### src/rtl/dac_sample_feeder_if.sv
`default_nettype none
// ============================================================================
// Module   : dac_sample_feeder_if
// Purpose  : Groups the sample stream (s_data/s_valid/s_ready) and the
//            serializer-facing word handshake (load/dac_data) of the
//            dac_sample_feeder.
// Modports : master - sample producer / serializer side
//            slave  - the feeder itself
// Revision : 1.0 - initial release
// ============================================================================
interface dac_sample_feeder_if #(
    parameter int DW = 16
);
    logic [DW-1:0] s_data;
    logic          s_valid;
    logic          s_ready;
    logic          load;
    logic [DW-1:0] dac_data;

    modport master (
        output s_data,
        output s_valid,
        output load,
        input  s_ready,
        input  dac_data
    );

    modport slave (
        input  s_data,
        input  s_valid,
        input  load,
        output s_ready,
        output dac_data
    );
endinterface
`default_nettype wire

### src/rtl/dac_sample_feeder.sv
`default_nettype none
// ============================================================================
// Module   : dac_sample_feeder
// Purpose  : Buffers signed samples in a small FIFO, converts them to the
//            DAC code and presents one stable word per serializer load.
//            A FILL/RUN machine re-primes the FIFO after reset and after
//            every underflow so DAC updates stay evenly spaced.
// Ports    : aclk          - clock (rising edge)
//            areset        - synchronous active-high reset
//            en            - global enable; low freezes everything
//            bus (slave)   - s_data/s_valid/s_ready stream in,
//                            load strobe in, dac_data word out
//            running       - high while in RUN
//            level         - FIFO occupancy
//            underflow_cnt - saturating underflow event count
// Revision : 1.0 - initial release
// ============================================================================
module dac_sample_feeder #(
    parameter int DW            = 16,
    parameter int DEPTH         = 8,
    parameter int PREFILL       = 4,
    parameter bit OFFSET_BIN    = 1'b1,
    parameter bit UNDERFLOW_MID = 1'b1
) (
    input  wire logic                       aclk,
    input  wire logic                       areset,
    input  wire logic                       en,
    dac_sample_feeder_if.slave              bus,
    output logic                            running,
    output logic [$clog2(DEPTH+1)-1:0]      level,
    output logic [15:0]                     underflow_cnt
);

    localparam int c_LW = $clog2(DEPTH + 1);
    localparam int c_AW = $clog2(DEPTH);

    localparam logic [c_LW-1:0] c_DEPTH_L   = c_LW'(DEPTH);
    localparam logic [c_LW-1:0] c_PREFILL_L = c_LW'(PREFILL);
    localparam logic [DW-1:0]   c_ZERO      = OFFSET_BIN ? {1'b1, {(DW-1){1'b0}}} : '0;

    generate
        if ((DEPTH < 2) || ((DEPTH & (DEPTH - 1)) != 0)) begin : g_bad_depth
            $error("DEPTH must be a power of two and at least 2");
        end
        if ((PREFILL < 1) || (PREFILL > DEPTH)) begin : g_bad_prefill
            $error("PREFILL must lie in 1..DEPTH");
        end
    endgenerate

    typedef enum logic [0:0] {
        S_FILL = 1'b0,
        S_RUN  = 1'b1
    } state_t;

    state_t             r_state;
    state_t             w_state_nxt;

    logic [DW-1:0]      r_mem [DEPTH];
    logic [c_AW-1:0]    r_wr_ptr;
    logic [c_AW-1:0]    r_rd_ptr;
    logic [c_LW-1:0]    r_level;
    logic [DW-1:0]      r_dac;
    logic [15:0]        r_ucnt;

    logic               w_ready;
    logic               w_push;
    logic               w_pop;
    logic               w_uflow;

    // MSB flip maps two's complement onto offset binary.
    function automatic logic [DW-1:0] f_conv(input logic [DW-1:0] x);
        if (OFFSET_BIN) begin
            return {~x[DW-1], x[DW-2:0]};
        end
        return x;
    endfunction

    // Ready looks only at the registered level, so a pop on a full FIFO
    // frees the slot for the producer one cycle later.
    assign w_ready = en && !areset && (r_level != c_DEPTH_L);
    assign w_push  = w_ready && bus.s_valid;

    // Next-state / pop / underflow decode.
    always_comb begin
        w_state_nxt = r_state;
        w_pop       = 1'b0;
        w_uflow     = 1'b0;
        case (r_state)
            S_FILL: begin
                if (en && (r_level >= c_PREFILL_L)) begin
                    w_state_nxt = S_RUN;
                end
            end
            S_RUN: begin
                if (en && bus.load) begin
                    if (r_level != '0) begin
                        w_pop = 1'b1;
                    end else begin
                        // A push on this same cycle does not bypass:
                        // it lands in the FIFO while the load underflows.
                        w_uflow     = 1'b1;
                        w_state_nxt = S_FILL;
                    end
                end
            end
            default: begin
                w_state_nxt = S_FILL;
            end
        endcase
    end

    always_ff @(posedge aclk) begin
        if (areset) begin
            r_state <= S_FILL;
        end else begin
            r_state <= w_state_nxt;
        end
    end

    // Storage carries no reset; pointers and level define what is valid.
    always_ff @(posedge aclk) begin
        if (w_push) begin
            r_mem[r_wr_ptr] <= bus.s_data;
        end
    end

    always_ff @(posedge aclk) begin
        if (areset) begin
            r_wr_ptr <= '0;
            r_rd_ptr <= '0;
            r_level  <= '0;
        end else begin
            if (w_push) begin
                r_wr_ptr <= r_wr_ptr + 1'b1;
            end
            if (w_pop) begin
                r_rd_ptr <= r_rd_ptr + 1'b1;
            end
            case ({w_push, w_pop})
                2'b10:   r_level <= r_level + 1'b1;
                2'b01:   r_level <= r_level - 1'b1;
                default: r_level <= r_level;
            endcase
        end
    end

    always_ff @(posedge aclk) begin
        if (areset) begin
            r_dac <= c_ZERO;
        end else if (w_pop) begin
            r_dac <= f_conv(r_mem[r_rd_ptr]);
        end else if (w_uflow && UNDERFLOW_MID) begin
            r_dac <= c_ZERO;
        end
    end

    always_ff @(posedge aclk) begin
        if (areset) begin
            r_ucnt <= '0;
        end else if (w_uflow && (r_ucnt != 16'hFFFF)) begin
            r_ucnt <= r_ucnt + 16'd1;
        end
    end

    assign bus.s_ready    = w_ready;
    assign bus.dac_data   = r_dac;
    assign running        = (r_state == S_RUN);
    assign level          = r_level;
    assign underflow_cnt  = r_ucnt;

endmodule
`default_nettype wire

### src/flat_wrapper.sv
// flat-port wrapper written by rule: the top's interface ports become plain ports
module dac_sample_feeder_flat 
#(
    parameter int DW            = 16,
    parameter int DEPTH         = 8,
    parameter int PREFILL       = 4,
    parameter bit OFFSET_BIN    = 1'b1,
    parameter bit UNDERFLOW_MID = 1'b1
)
  (aclk, areset, en, running, level, underflow_cnt, bus_s_data, bus_s_valid, bus_load, bus_s_ready, bus_dac_data);
  dac_sample_feeder_if #(.DW(DW)) bus_i ();
  input  wire logic aclk;
  input  wire logic areset;
  input  wire logic en;
  output logic running;
  output logic [$clog2(DEPTH+1)-1:0] level;
  output logic [15:0] underflow_cnt;
  input wire logic [$bits(bus_i.s_data)-1:0] bus_s_data;
  input wire logic [$bits(bus_i.s_valid)-1:0] bus_s_valid;
  input wire logic [$bits(bus_i.load)-1:0] bus_load;
  output wire logic [$bits(bus_i.s_ready)-1:0] bus_s_ready;
  output wire logic [$bits(bus_i.dac_data)-1:0] bus_dac_data;
  assign bus_i.s_data = bus_s_data;
  assign bus_i.s_valid = bus_s_valid;
  assign bus_i.load = bus_load;
  assign bus_s_ready = bus_i.s_ready;
  assign bus_dac_data = bus_i.dac_data;
  dac_sample_feeder #(.DW(DW), .DEPTH(DEPTH), .PREFILL(PREFILL), .OFFSET_BIN(OFFSET_BIN), .UNDERFLOW_MID(UNDERFLOW_MID)) u_core (.aclk(aclk), .areset(areset), .en(en), .bus(bus_i), .running(running), .level(level), .underflow_cnt(underflow_cnt));
endmodule
### config.mk
export PLATFORM = sky130hd
export DESIGN_NAME = dac_sample_feeder_flat
export DESIGN_NICKNAME = d
export VERILOG_FILES = /design/src/rtl/dac_sample_feeder_if.sv /design/src/rtl/dac_sample_feeder.sv /design/src/flat_wrapper.sv
export SDC_FILE = /design/constraint.sdc
export NUM_CORES = 1
export LEC_CHECK = 0
export BUFFER_PORTS_ARGS = -buffer_cell sky130_fd_sc_hd__buf_2
export CORE_ASPECT_RATIO = 1.2
export CORE_MARGIN = 3
export CORE_UTILIZATION = 63
export DETAILED_ROUTE_END_ITERATION = 12
export GPL_TIMING_DRIVEN = 0
export PLACE_DENSITY = 0.93
export SYNTH_ARGS = -nofsm -noshare
export SYNTH_HDL_FRONTEND = slang
export SYNTH_SLANG_ARGS = --single-unit
export TNS_END_PERCENT = 50
### constraint.sdc
create_clock -name aclk -period 6.7 [get_ports aclk]
set_input_delay 0.67 -clock aclk [delete_from_list [all_inputs] [get_ports aclk]]
set_output_delay 0.67 -clock aclk [all_outputs]
set_load 0.1 [all_outputs]
==> results of run 1 <==
==> cell type report <==
type	instances	area share, %
tap	129	2.00
clock buffer	17	5.27
inverter	5	0.233
buffer	23	1.19
clock inverter	15	2.51
timing repair buffer	66	4.81
sequential	174	59.1
multi-input combinational	225	24.9
==> registers in the layout, summed over array words and instances (netlist names), named ones only <==
register,count
u_core.r_mem,128
u_core.bus.dac_data,16
u_core.underflow_cnt,16
u_core.level,4
u_core.r_rd_ptr,3
u_core.r_wr_ptr,3
u_core.running,1
==> cell usage after synthesis (3+ instances only) <==
| master | n | area (um^2) |
|---|---|---|
| sky130_fd_sc_hd__nor3b_1 | 5 | 37.5 |
| sky130_fd_sc_hd__o31ai_1 | 4 | 30.0 |
| sky130_fd_sc_hd__nand3_1 | 8 | 40.0 |
| sky130_fd_sc_hd__mux2_1 | 3 | 33.8 |
| sky130_fd_sc_hd__mux2_2 | 5 | 56.3 |
| sky130_fd_sc_hd__mux2i_1 | 19 | 190 |
| sky130_fd_sc_hd__or4_1 | 7 | 52.6 |
| sky130_fd_sc_hd__nor2b_1 | 8 | 50.1 |
| sky130_fd_sc_hd__clkbuf_1 | 17 | 63.8 |
| sky130_fd_sc_hd__or3_1 | 4 | 25.0 |
| sky130_fd_sc_hd__nor2_1 | 22 | 82.6 |
| sky130_fd_sc_hd__nor4b_1 | 3 | 26.3 |
| sky130_fd_sc_hd__or2_2 | 3 | 18.8 |
| sky130_fd_sc_hd__xor2_1 | 4 | 35.0 |
| sky130_fd_sc_hd__mux4_2 | 32 | 721 |
| sky130_fd_sc_hd__nor3_1 | 8 | 40.0 |
| sky130_fd_sc_hd__nand2_1 | 26 | 97.6 |
| sky130_fd_sc_hd__edfxtp_1 | 128 | 3840 |
| sky130_fd_sc_hd__ha_1 | 6 | 75.1 |
| sky130_fd_sc_hd__o21ai_0 | 22 | 110 |
| sky130_fd_sc_hd__buf_1 | 3 | 11.3 |
| sky130_fd_sc_hd__dfxtp_1 | 46 | 921 |
| sky130_fd_sc_hd__a21oi_1 | 13 | 65.1 |
| sky130_fd_sc_hd__inv_1 | 5 | 18.8 |
| sky130_fd_sc_hd__nand4_1 | 3 | 18.8 |
==> report_power, final <==
group | leakage, uW | total, uW | switching (uW) | internal (uW)
Combinational | 0.000898 | 45.8 | 32.7 | 13.2
Clock | 0.000303 | 1030 | 430 | 603
Sequential | 0.00152 | 1160 | 2.23 | 1160
==> routing by layer <==
| metal | wire (um) | vias to the layer above |
|---|---|---|
| met5 | 0 | - |
| met4 | 259 | 0 |
| met3 | 896 | 28 |
| met2 | 7710 | 172 |
| met1 | 5470 | 2095 |
| li1 | - | 1847 |
==> per-stage QoR <==
stage	setup slack, ns	power (uW)	hold WS, ns	utilization, %
2_1_floorplan	0.953	1210	0.462	-
3_3_place_gp	2.48	1230	0.432	69.1
3_5_place_dp	3.91	1230	0.439	70.4
4_1_cts	3.83	2250	0.455	76.3
5_1_grt	3.56	2300	0.491	76.3
6_report	3.79	2240	0.450	76.3
==> tightest hold or removal path, delay by kind of cell, from the launching register on <==
kind / cells / cell delay (ns)
flip-flops: 1 / 0.32
AO/OA/AOI/OAI: 1 / 0.05
AND/OR/NAND/NOR: 1 / 0.04
==> cell families after synthesis <==
kind of cell / after synthesis / synth area share (%)
buffers and inverters: 28 / 1.68
and+or+nand+nor: 109 / 8.63
muxes: 59 / 14.6
AOI/OAI and AO/OA: 46 / 3.83
DFF: 174 / 69.5
adders and majority gates: 6 / 1.10
xor gates and xnor gates: 5 / 0.639
==> final timing paths <==
check / start / to
setup / recovery: u_core.level[1] / u_core.level[2]
hold / removal: u_core.bus.dac_data[9] / u_core.bus.dac_data[9]
setup reg to reg: u_core.level[1] / u_core.level[2]
hold reg to reg: u_core.bus.dac_data[9] / u_core.bus.dac_data[9]
==> impl_metrics.prom, run 1 <==
# TYPE chip_impl_metric gauge
chip_impl_metric{name="critical_path_depth",unit=""} 10
chip_impl_info{name="worst_setup_path_end_kind",value="flip-flop"} 1
chip_impl_metric{name="largest_incremental_delay_on_the_critical_path",unit="ns"} 0.71
chip_impl_metric{name="seq_area_frac_synth",unit="%"} 69.5
chip_impl_metric{name="regArea",unit="mm^2"} 0.00476
chip_impl_metric{name="synth.distinct_cells",unit=""} 43
chip_impl_metric{name="diodes",unit=""} 0
chip_impl_metric{name="nNetsFinal",unit=""} 539
chip_impl_metric{name="fp.dieArea",unit="mm^2"} 0.0122
chip_impl_metric{name="design.portCount",unit=""} 59
chip_impl_metric{name="critical_path.max_fanout",unit=""} 9
chip_impl_metric{name="timing_max_transition_violations_final",unit=""} 0
chip_impl_metric{name="dieWidth",unit="um"} 101
chip_impl_metric{name="tritoncts_buffers",unit=""} 17
chip_impl_metric{name="number_of_enable_flip_flop_cells_after_synthesis",unit=""} 128
chip_impl_metric{name="globalRouteMet3Util",unit="%"} 6.00
chip_impl_metric{name="overflow",unit=""} 0
chip_impl_metric{name="drc_errors",unit=""} 0
chip_impl_metric{name="finalCriticalPeriod",unit="ns"} 2.91
chip_impl_info{name="crit_slowest_cell",value="sky130_fd_sc_hd__nor4_1"} 1
chip_impl_metric{name="gp_routability_congestion",unit=""} 0.880
chip_impl_metric{name="finalSetupTns",unit="ns"} 0
chip_impl_info{name="ys.flop_type",value="sky130_fd_sc_hd__edfxtp_1"} 1
chip_impl_metric{name="holdBufCountCts",unit=""} 0
chip_impl_metric{name="post_drt_via_cell_ratio",unit=""} 6.33
chip_impl_metric{name="cp.arrival",unit="ns"} 3.25
chip_impl_metric{name="fillers",unit=""} 580
chip_impl_metric{name="grt_use_met2",unit="%"} 42.7
chip_impl_metric{name="cp_num_buf_inv",unit=""} 1
chip_impl_metric{name="syn-instance-count",unit=""} 427
chip_impl_metric{name="final_cell_count_without_fillers",unit=""} 654
chip_impl_metric{name="grt_first_pass_wirelength",unit="um"} 22500
chip_impl_metric{name="yosysWarnings",unit=""} 0
chip_impl_metric{name="syn-num-nets",unit=""} 454
chip_impl_metric{name="track_usage",unit="%"} 25.4
chip_impl_info{name="tritoncts",value="built"} 1
chip_impl_metric{name="leakage",unit="uW"} 0.00272
chip_impl_metric{name="setup_viol_count_final",unit=""} 0
chip_impl_info{name="setup.worst_path.class",value="flip-flop to flip-flop"} 1
chip_impl_metric{name="clock_insertion_delay_worst_skew",unit="ns"} 0.43
chip_impl_info{name="timing.critical_path.from_type",value="flip-flop"} 1
chip_impl_metric{name="finish.instance_area",unit="mm^2"} 0.00807
chip_impl_metric{name="ant_nets",unit=""} 0
chip_impl_metric{name="vias",unit=""} 4142
chip_impl_info{name="min_path_type",value="flip-flop to flip-flop"} 1
chip_impl_metric{name="power.density_cell_area",unit="mW/mm^2"} 278
chip_impl_info{name="commonest_non_fill_non_tap_cell_in_the_layout",value="sky130_fd_sc_hd__edfxtp_1"} 1
chip_impl_info{name="run_status",value="finished, final reports clean"} 1
chip_impl_metric{name="core-area",unit="mm^2"} 0.0106
chip_impl_metric{name="numClockSinks",unit=""} 174
chip_impl_metric{name="min_period_over_period",unit="%"} 43.5
chip_impl_metric{name="fin_skew",unit="ns"} 0.0137
chip_impl_metric{name="postSynthRegisterBits",unit=""} 174
chip_impl_metric{name="async_flop_share",unit="%"} 0
chip_impl_metric{name="drv_cap",unit=""} 0
chip_impl_info{name="crit_path_cell_trace",value="buf_6, nor4_1, nor2_1, ha_1, xor2_1, ha_1, a21oi_1, xor2_1, or3_1, a21oi_1"} 1
chip_impl_info{name="cts-root-buf",value="sky130_fd_sc_hd__clkbuf_16"} 1
chip_impl_metric{name="hpwlAfterDp",unit="um"} 9170
chip_impl_metric{name="worst_setup_hold_path_clk_slew",unit="ns"} 0.07
chip_impl_metric{name="timing.slew.headroom",unit="%"} 17.7
chip_impl_metric{name="wirelength",unit="um"} 14300
chip_impl_metric{name="synth_to_layout_area_growth",unit="%"} 17.7
chip_impl_metric{name="first_pass_iteration_count_of_the_detailed_router",unit=""} 4
chip_impl_metric{name="min_delay_path_depth",unit=""} 2
chip_impl_metric{name="drive_gt1_share",unit="%"} 28.6
chip_impl_metric{name="cts-resized-gates",unit=""} 0
chip_impl_info{name="most-common-layout-cells",value="128 x sky130_fd_sc_hd__edfxtp_1, 60 x sky130_fd_sc_hd__buf_2, 46 x sky130_fd_sc_hd__dfxtp_1"} 1
chip_impl_metric{name="r2r_slack",unit="ns"} 3.79
chip_impl_metric{name="netlist_area",unit="mm^2"} 0.00685
chip_impl_metric{name="syn_area_per_cell",unit="um^2"} 16.1
chip_impl_metric{name="start_util",unit="%"} 64.9
chip_impl_metric{name="via_count_of_the_first_global_routing_pass",unit=""} 4200
chip_impl_metric{name="r2r.worst_path.cells",unit=""} 10
chip_impl_metric{name="worst-slew-pin-transition",unit="ns"} 1.22
chip_impl_metric{name="h-tree-depth",unit=""} 4
chip_impl_metric{name="peakVddDrop",unit="V"} 0.000305
chip_impl_metric{name="grtUsageMet1",unit="%"} 31.6
chip_impl_metric{name="io_buffer_count",unit=""} 58
chip_impl_metric{name="initial_antenna_violation_count",unit=""} 0
chip_impl_metric{name="placedCellCount",unit=""} 622
chip_impl_metric{name="timing_hold_violations_final",unit=""} 0
chip_impl_metric{name="row_count",unit=""} 41
chip_impl_info{name="gr-max-usage-layer",value="met2"} 1
chip_impl_metric{name="multi_input_comb_area",unit="mm^2"} 0.00201
chip_impl_metric{name="worst-endpoint-required",unit="ns"} 7.04
chip_impl_metric{name="grt_max_degree",unit=""} 18
chip_impl_metric{name="post_cts_setup_repair_bufs",unit=""} 0
chip_impl_info{name="cpLargestDelayFamily",value="simple AND/OR/NAND/NOR gates"} 1
chip_impl_metric{name="cts_buffer_depth",unit=""} 2
chip_impl_metric{name="placed_area",unit="mm^2"} 0.00744
chip_impl_metric{name="routed_wire_length_per_instance",unit="um"} 21.9
chip_impl_metric{name="highest_clock_rate",unit="MHz"} 343
chip_impl_info{name="rsz0062_at_grt",value="false"} 1
chip_impl_metric{name="dr_iter_0_viols",unit=""} 345
chip_impl_metric{name="die-height",unit="um"} 120
(Power assumes the default switching activity.)
==> inputs of run 2 (changes only) <==
CORE_UTILIZATION = 59   (was 63)
PLACE_DENSITY = 0.88   (was 0.93)
clock period = 2.8 ns   (was 6.7 ns; I/O delays follow)
==> impl_metrics.prom, run 2 (synthesis results as in run 1) <==
# TYPE chip_impl_metric gauge
chip_impl_metric{name="r2r_slack",unit="ns"} 0.23
chip_impl_metric{name="tritoncts_buffers",unit=""} 17
chip_impl_metric{name="min_period_over_period",unit="%"} 91.9
chip_impl_info{name="hold_path_startpoint",value="bus_s_data[15]"} 1
chip_impl_metric{name="post_cts_setup_repair_bufs",unit=""} 0
chip_impl_metric{name="r2r.worst_path.cells",unit=""} 5
chip_impl_metric{name="track_usage",unit="%"} 23.2
chip_impl_metric{name="first_pass_iteration_count_of_the_detailed_router",unit=""} 5
chip_impl_metric{name="worst_setup_hold_path_clk_slew",unit="ns"} 0.06
chip_impl_metric{name="hold_ws",unit="ns"} 0.129
chip_impl_metric{name="initial_antenna_violation_count",unit=""} 0
chip_impl_metric{name="timing_max_transition_violations_final",unit=""} 0
chip_impl_metric{name="h-tree-depth",unit=""} 4
chip_impl_metric{name="timing_hold_violations_final",unit=""} 0
chip_impl_metric{name="fin_ws",unit="ns"} 0.227
chip_impl_metric{name="holdBufCountCts",unit=""} 0
chip_impl_metric{name="post_drt_via_cell_ratio",unit=""} 5.99
chip_impl_metric{name="cts-resized-gates",unit=""} 1
chip_impl_metric{name="dr_iter_0_viols",unit=""} 285
chip_impl_metric{name="dieWidth",unit="um"} 104
chip_impl_metric{name="fp.dieArea",unit="mm^2"} 0.0130
chip_impl_info{name="commonest_non_fill_non_tap_cell_in_the_layout",value="sky130_fd_sc_hd__edfxtp_1"} 1
chip_impl_info{name="reg2reg_to",value="u_core.r_mem[0][1]"} 1
chip_impl_info{name="rsz0062_at_grt",value="false"} 1
chip_impl_metric{name="synth_to_layout_area_growth",unit="%"} 17.5
chip_impl_metric{name="critical_path.max_fanout",unit=""} 16
chip_impl_metric{name="drc_errors",unit=""} 0
chip_impl_metric{name="ant_nets",unit=""} 0
chip_impl_info{name="r2r_start",value="u_core.level[1]"} 1
chip_impl_info{name="run_status",value="finished, final reports clean"} 1
chip_impl_metric{name="gp_routability_congestion",unit=""} 0.854
chip_impl_metric{name="clock_insertion_delay_worst_skew",unit="ns"} 0.41
chip_impl_info{name="setup.worst_path.class",value="flip-flop to flip-flop"} 1
chip_impl_metric{name="via_count_of_the_first_global_routing_pass",unit=""} 4270
chip_impl_metric{name="cp_num_buf_inv",unit=""} 1
chip_impl_metric{name="io_buffer_count",unit=""} 58
chip_impl_info{name="min_path_type",value="primary input to flip-flop"} 1
chip_impl_metric{name="vias",unit=""} 4032
chip_impl_metric{name="finalCriticalPeriod",unit="ns"} 2.57
chip_impl_metric{name="cp.arrival",unit="ns"} 2.61
chip_impl_info{name="crit_slowest_cell",value="sky130_fd_sc_hd__nor3_4"} 1
chip_impl_metric{name="worst-endpoint-required",unit="ns"} 2.84
chip_impl_metric{name="grt_max_degree",unit=""} 17
chip_impl_info{name="worst_setup_path_end_kind",value="flip-flop"} 1
chip_impl_metric{name="post-place-ws",unit="ns"} -0.121
chip_impl_metric{name="worst-slew-pin-transition",unit="ns"} 1.29
chip_impl_metric{name="drv_cap",unit=""} 0
chip_impl_metric{name="start_util",unit="%"} 61.2
chip_impl_metric{name="timing.slew.headroom",unit="%"} 13.1
chip_impl_metric{name="min_delay_path_depth",unit=""} 1
chip_impl_metric{name="setup_viol_count_final",unit=""} 0
chip_impl_metric{name="grt_first_pass_wirelength",unit="um"} 22300
chip_impl_metric{name="largest_register_ffs",unit=""} 128
chip_impl_info{name="crit_path_cell_trace",value="buf_6, nor4b_4, nand4bb_1, or2_2, nor3_4"} 1
chip_impl_metric{name="design.portCount",unit=""} 59
chip_impl_metric{name="fin_skew",unit="ns"} 0.00519
chip_impl_metric{name="cts_buffer_depth",unit=""} 2
chip_impl_info{name="timing.critical_path.from_type",value="flip-flop"} 1
chip_impl_metric{name="diodes",unit=""} 0
chip_impl_metric{name="core-area",unit="mm^2"} 0.0112
chip_impl_metric{name="numClockSinks",unit=""} 174
chip_impl_info{name="tritoncts",value="built"} 1
chip_impl_metric{name="row_count",unit=""} 42
chip_impl_info{name="cts-root-buf",value="sky130_fd_sc_hd__clkbuf_16"} 1
chip_impl_metric{name="hpwlAfterDp",unit="um"} 9050
chip_impl_metric{name="overflow",unit=""} 0
chip_impl_metric{name="power.density_cell_area",unit="mW/mm^2"} 620
chip_impl_metric{name="die-height",unit="um"} 124
chip_impl_metric{name="wirelength",unit="um"} 14000
chip_impl_info{name="cpLargestDelayFamily",value="simple AND/OR/NAND/NOR gates"} 1
chip_impl_metric{name="largest_incremental_delay_on_the_critical_path",unit="ns"} 0.76
chip_impl_metric{name="nNetsFinal",unit=""} 533
chip_impl_info{name="top_register",value="u_core.r_mem"} 1
chip_impl_metric{name="peakVddDrop",unit="V"} 0.000389
chip_impl_info{name="most-common-layout-cells",value="128 x sky130_fd_sc_hd__edfxtp_1, 60 x sky130_fd_sc_hd__buf_2, 42 x sky130_fd_sc_hd__dfxtp_1"} 1
chip_impl_metric{name="highest_clock_rate",unit="MHz"} 389
chip_impl_metric{name="drive_gt1_share",unit="%"} 28.9
chip_impl_metric{name="leakage",unit="uW"} 0.00264
chip_impl_metric{name="routed_wire_length_per_instance",unit="um"} 20.7
chip_impl_info{name="whs_endpoint",value="u_core.r_mem[2][15]"} 1
[run 2: changes by cell type in the layout (fill, tap and decap cells not counted), moves of 4 or more]
| cell | change |
|---|---|
| sky130_fd_sc_hd__clkinvlp_4 | +4 |
| sky130_fd_sc_hd__nor3b_2 | -4 |
| sky130_fd_sc_hd__inv_8 | -4 |
| sky130_fd_sc_hd__dfxtp_1 | -4 |
| sky130_fd_sc_hd__nor3b_4 | +5 |
| sky130_fd_sc_hd__buf_6 | -6 |
[run 2: worst register-to-register path: cells and delay by family, from the launching register on]
family	cells	cell delay [ns]
simple gates	4	1.70
flops	1	0.35
buf+inv	1	0.14
[run 2: metrics by stage]
step | TNS, ns | instance area [um^2] | instances | power, uW | utilization (%)
detailed placement | -0.238 | 7510 | 642 | 2940 | 67.1
CTS | 0 | 8050 | 674 | 5040 | 71.9
global route | 0 | 8050 | 673 | 5150 | 71.9
global placement | -5.17 | 7440 | 639 | 2930 | 66.5
finish | 0 | 8050 | 673 | 5000 | 71.9
floorplan | -2.21 | 6960 | 427 | 2890 | -
[run 2: where the power goes]
part           internal, uW  switching [uW]  total (uW)
combinational          32.8            78.6         111
clock                  1160             949        2100
sequential             2770            7.42        2780
[run 2: routing by layer]
layer / up-vias / routed length [um] / global-route usage [%]
li1: 1827 / - / -
met1: 1994 / 5370 / 27.9
met2: 179 / 7250 / 40.2
met3: 32 / 981 / 6.01
met4: 0 / 364 / 10.1
met5: - / 0 / 0
[run 2: area by class of cell]
class | instances | area [um^2]
plain buffers | 22 | 92.6
clock buffers | 19 | 443
clock inverters | 13 | 92.6
fillers | 712 | 3140
inverters | 5 | 18.8
multi-input cells | 225 | 2100
flip-flops and latches | 174 | 4780
well taps | 154 | 193
repair buffers | 61 | 335
[run 2: worst max path at each step]
stage / startpoint / to / slack (ns) / depth (start not counted)
2_1_floorplan: u_core.level[1] / u_core.r_mem[5][0] / -0.07 / 5
3_3_place_gp: u_core.level[1] / u_core.r_mem[6][0] / -0.13 / 6
3_5_place_dp: u_core.level[1] / u_core.level[2] / -0.12 / 10
4_1_cts: u_core.level[1] / u_core.level[3] / 0.16 / 10
5_1_grt: u_core.underflow_cnt[5] / u_core.underflow_cnt[11] / 0.01 / 4
6_report: u_core.level[1] / u_core.r_mem[0][1] / 0.23 / 5
==> inputs of run 3 (changes only) <==
CORE_MARGIN = 5   (was 3)
CORE_UTILIZATION = 53   (was 59)
PLACE_DENSITY = 0.84   (was 0.88)
clock period = 2.1 ns   (was 2.8 ns; I/O delays follow)
==> impl_metrics.prom, run 3 (synthesis results as in run 1) <==
# TYPE chip_impl_metric gauge
chip_impl_info{name="gr-max-usage-layer",value="met2"} 1
chip_impl_metric{name="switch_share",unit="%"} 20.7
chip_impl_metric{name="cts_buffer_depth",unit=""} 2
chip_impl_metric{name="timing.slew.headroom",unit="%"} 46.5
chip_impl_metric{name="setup_viol_count_final",unit=""} 12
chip_impl_metric{name="timing_max_transition_violations_final",unit=""} 0
chip_impl_metric{name="overflow",unit=""} 0
chip_impl_metric{name="via_count_of_the_first_global_routing_pass",unit=""} 4376
chip_impl_metric{name="power.clock.fraction",unit="%"} 41.9
chip_impl_metric{name="synth_to_layout_area_growth",unit="%"} 22.9
chip_impl_metric{name="die-height",unit="um"} 135
chip_impl_metric{name="pwr-share-seq",unit="%"} 55.6
chip_impl_metric{name="fin_skew",unit="ns"} 0.00705
chip_impl_info{name="min_path_type",value="primary input to flip-flop"} 1
chip_impl_info{name="top_register",value="u_core.r_mem"} 1
chip_impl_metric{name="min_period_over_period",unit="%"} 107
chip_impl_metric{name="track_usage",unit="%"} 20.6
chip_impl_metric{name="power.density_cell_area",unit="mW/mm^2"} 791
chip_impl_metric{name="nNetsFinal",unit=""} 553
chip_impl_metric{name="timing_hold_violations_final",unit=""} 0
chip_impl_metric{name="clock_insertion_delay_worst_skew",unit="ns"} 0.42
chip_impl_info{name="run_status",value="finished with violations"} 1
chip_impl_info{name="tritoncts",value="built"} 1
chip_impl_metric{name="power.combinational.fraction",unit="%"} 2.5
chip_impl_metric{name="first_pass_iteration_count_of_the_detailed_router",unit=""} 4
chip_impl_metric{name="worst-endpoint-required",unit="ns"} 2.41
chip_impl_metric{name="wirelength",unit="um"} 14800
chip_impl_metric{name="power.switching",unit="uW"} 1380
chip_impl_info{name="setup.worst_path.class",value="flip-flop to flip-flop"} 1
chip_impl_metric{name="dr_iter_0_viols",unit=""} 306
chip_impl_info{name="critical-path-top-cell-by-count",value="sky130_fd_sc_hd__or4_4"} 1
chip_impl_metric{name="grt_max_degree",unit=""} 17
chip_impl_info{name="rsz0062_at_grt",value="true"} 1
chip_impl_metric{name="diodes",unit=""} 0
chip_impl_info{name="crit_slowest_cell",value="sky130_fd_sc_hd__or4_4"} 1
chip_impl_metric{name="grt_first_pass_wirelength",unit="um"} 23800
chip_impl_metric{name="gp_routability_congestion",unit=""} 0.892
chip_impl_metric{name="design.portCount",unit=""} 59
chip_impl_metric{name="largest_register_ffs",unit=""} 128
chip_impl_metric{name="hpwlAfterDp",unit="um"} 9030
chip_impl_metric{name="leakage",unit="uW"} 0.00281
chip_impl_info{name="commonest_non_fill_non_tap_cell_in_the_layout",value="sky130_fd_sc_hd__edfxtp_1"} 1
chip_impl_metric{name="fin_ws",unit="ns"} -0.147
chip_impl_metric{name="ant_nets",unit=""} 0
chip_impl_metric{name="core-area",unit="mm^2"} 0.0127
chip_impl_metric{name="highest_clock_rate",unit="MHz"} 445
chip_impl_metric{name="final_util",unit="%"} 66.5
chip_impl_metric{name="io_buffer_count",unit=""} 58
chip_impl_info{name="timing.critical_path.from_type",value="flip-flop"} 1
chip_impl_metric{name="regArea",unit="mm^2"} 0.00478
chip_impl_metric{name="cp.arrival",unit="ns"} 2.56
chip_impl_metric{name="p_int",unit="uW"} 5290
chip_impl_metric{name="multi_input_comb_area",unit="mm^2"} 0.00226
chip_impl_metric{name="largest_incremental_delay_on_the_critical_path",unit="ns"} 0.56
chip_impl_metric{name="vias",unit=""} 4071
chip_impl_metric{name="post_drt_via_cell_ratio",unit=""} 5.79
chip_impl_metric{name="h-tree-depth",unit=""} 4
chip_impl_info{name="cts-root-buf",value="sky130_fd_sc_hd__clkbuf_16"} 1
chip_impl_metric{name="dieWidth",unit="um"} 114
chip_impl_info{name="worst_setup_path_end_kind",value="flip-flop"} 1
chip_impl_metric{name="fillers",unit=""} 832
chip_impl_metric{name="finalCriticalPeriod",unit="ns"} 2.25
chip_impl_metric{name="start_util",unit="%"} 54.1
chip_impl_metric{name="worst-slew-pin-transition",unit="ns"} 0.803
chip_impl_info{name="crit_path_cell_trace",value="or4_4, or4_4, buf_6, nor4b_4, mux2_4"} 1
chip_impl_metric{name="placed_area",unit="mm^2"} 0.00752
chip_impl_metric{name="critical_path.max_fanout",unit=""} 4
chip_impl_metric{name="finish.instance_area",unit="mm^2"} 0.00842
chip_impl_metric{name="drive_gt1_share",unit="%"} 35.8
chip_impl_metric{name="numClockSinks",unit=""} 174
chip_impl_metric{name="row_count",unit=""} 45
chip_impl_metric{name="initial_antenna_violation_count",unit=""} 0
chip_impl_metric{name="tritoncts_buffers",unit=""} 17
chip_impl_metric{name="grtUsageMet1",unit="%"} 26.2
chip_impl_metric{name="globalRouteMet3Util",unit="%"} 5.24
chip_impl_metric{name="worst_setup_hold_path_clk_slew",unit="ns"} 0.07
chip_impl_info{name="most-common-layout-cells",value="128 x sky130_fd_sc_hd__edfxtp_1, 58 x sky130_fd_sc_hd__buf_2, 42 x sky130_fd_sc_hd__dfxtp_1"} 1
chip_impl_metric{name="drc_errors",unit=""} 0
chip_impl_metric{name="fp.dieArea",unit="mm^2"} 0.0153
chip_impl_metric{name="drv_cap",unit=""} 0
chip_impl_info{name="violations",value="setup timing"} 1
chip_impl_metric{name="grt_use_met2",unit="%"} 35.0
chip_impl_metric{name="routed_wire_length_per_instance",unit="um"} 21.0
chip_impl_metric{name="peakVddDrop",unit="V"} 0.000433
[run 3: cell types whose count changed in the layout (fill, tap and decap cells not counted), sizes merged]
cell / before / now
buf: 67 / 85
inv: 7 / 5
clkinv: 5 / 6
clkinvlp: 6 / 4
clkbuf: 35 / 40
[run 3: final cells by class]
type / count / area share, %
sequential: 174 / 56.7
clock inverter: 10 / 0.802
tap: 164 / 2.44
inverter: 5 / 0.223
multi-input combinational: 225 / 26.8
timing repair buffer: 82 / 6.19
buffer: 21 / 1.40
clock buffer: 22 / 5.39
[run 3: stage by stage]
stage / hold WS [ns] / power [uW] / TNS [ns] / std cells / worst slack (ns)
after floorplan: 0.309 / 3850 / -75.20 / 427 / -0.766
after global placement: 0.429 / 3910 / -50.31 / 649 / -0.732
after detailed placement: 0.443 / 3930 / -24.20 / 652 / -0.768
after CTS: 0.0516 / 6690 / -6.11 / 697 / -0.185
after global routing: 0.0581 / 6880 / -2.50 / 703 / -0.206
final: 0.0664 / 6670 / -0.999 / 703 / -0.147
[run 3: layer usage]
metal  vias up  share of wire (%)
li1       1868                  -
met1      2011                 39
met2       168                 52
met3        24                7.1
met4         0                1.4
met5         -                  0
[run 3: worst max-delay path: cells and delay by family (launching register included)]
kind | cells | cell delay [ns]
buffers and inverters | 1 | 0.14
DFF | 1 | 0.36
muxes | 1 | 0.33
and+or+nand+nor | 3 | 1.30
[run 3: worst paths after layout]
check / cells past startpoint / to / start / slack, ns
worst min register to register: 2 / u_core.bus.dac_data[7] / u_core.bus.dac_data[7] / 0.46
worst max register to register: 5 / u_core.underflow_cnt[13] / u_core.level[3] / -0.15
worst min-delay path: 1 / u_core.r_mem[5][7] / bus_s_data[7] / 0.07
worst max-delay path: 5 / u_core.underflow_cnt[13] / u_core.level[3] / -0.15
[run 3: power groups by stage]
stage	combinational, uW	clock [uW]	sequential [uW]
2_1_floorplan	63.6	0	3790
4_1_cts	163	2820	3700
6_report	168	2790	3700
3_3_place_gp	137	0	3780
5_1_grt	183	2990	3700
3_5_place_dp	151	0	3780
[run 3: timing repair]
item                       4_1_cts  5_1_grt
cloned                           1        0
hold buffers                     0        0
setup buffers                   14        6
pin swaps                       21        9
setup endpoints to repair      122       74
resized for setup               50        9
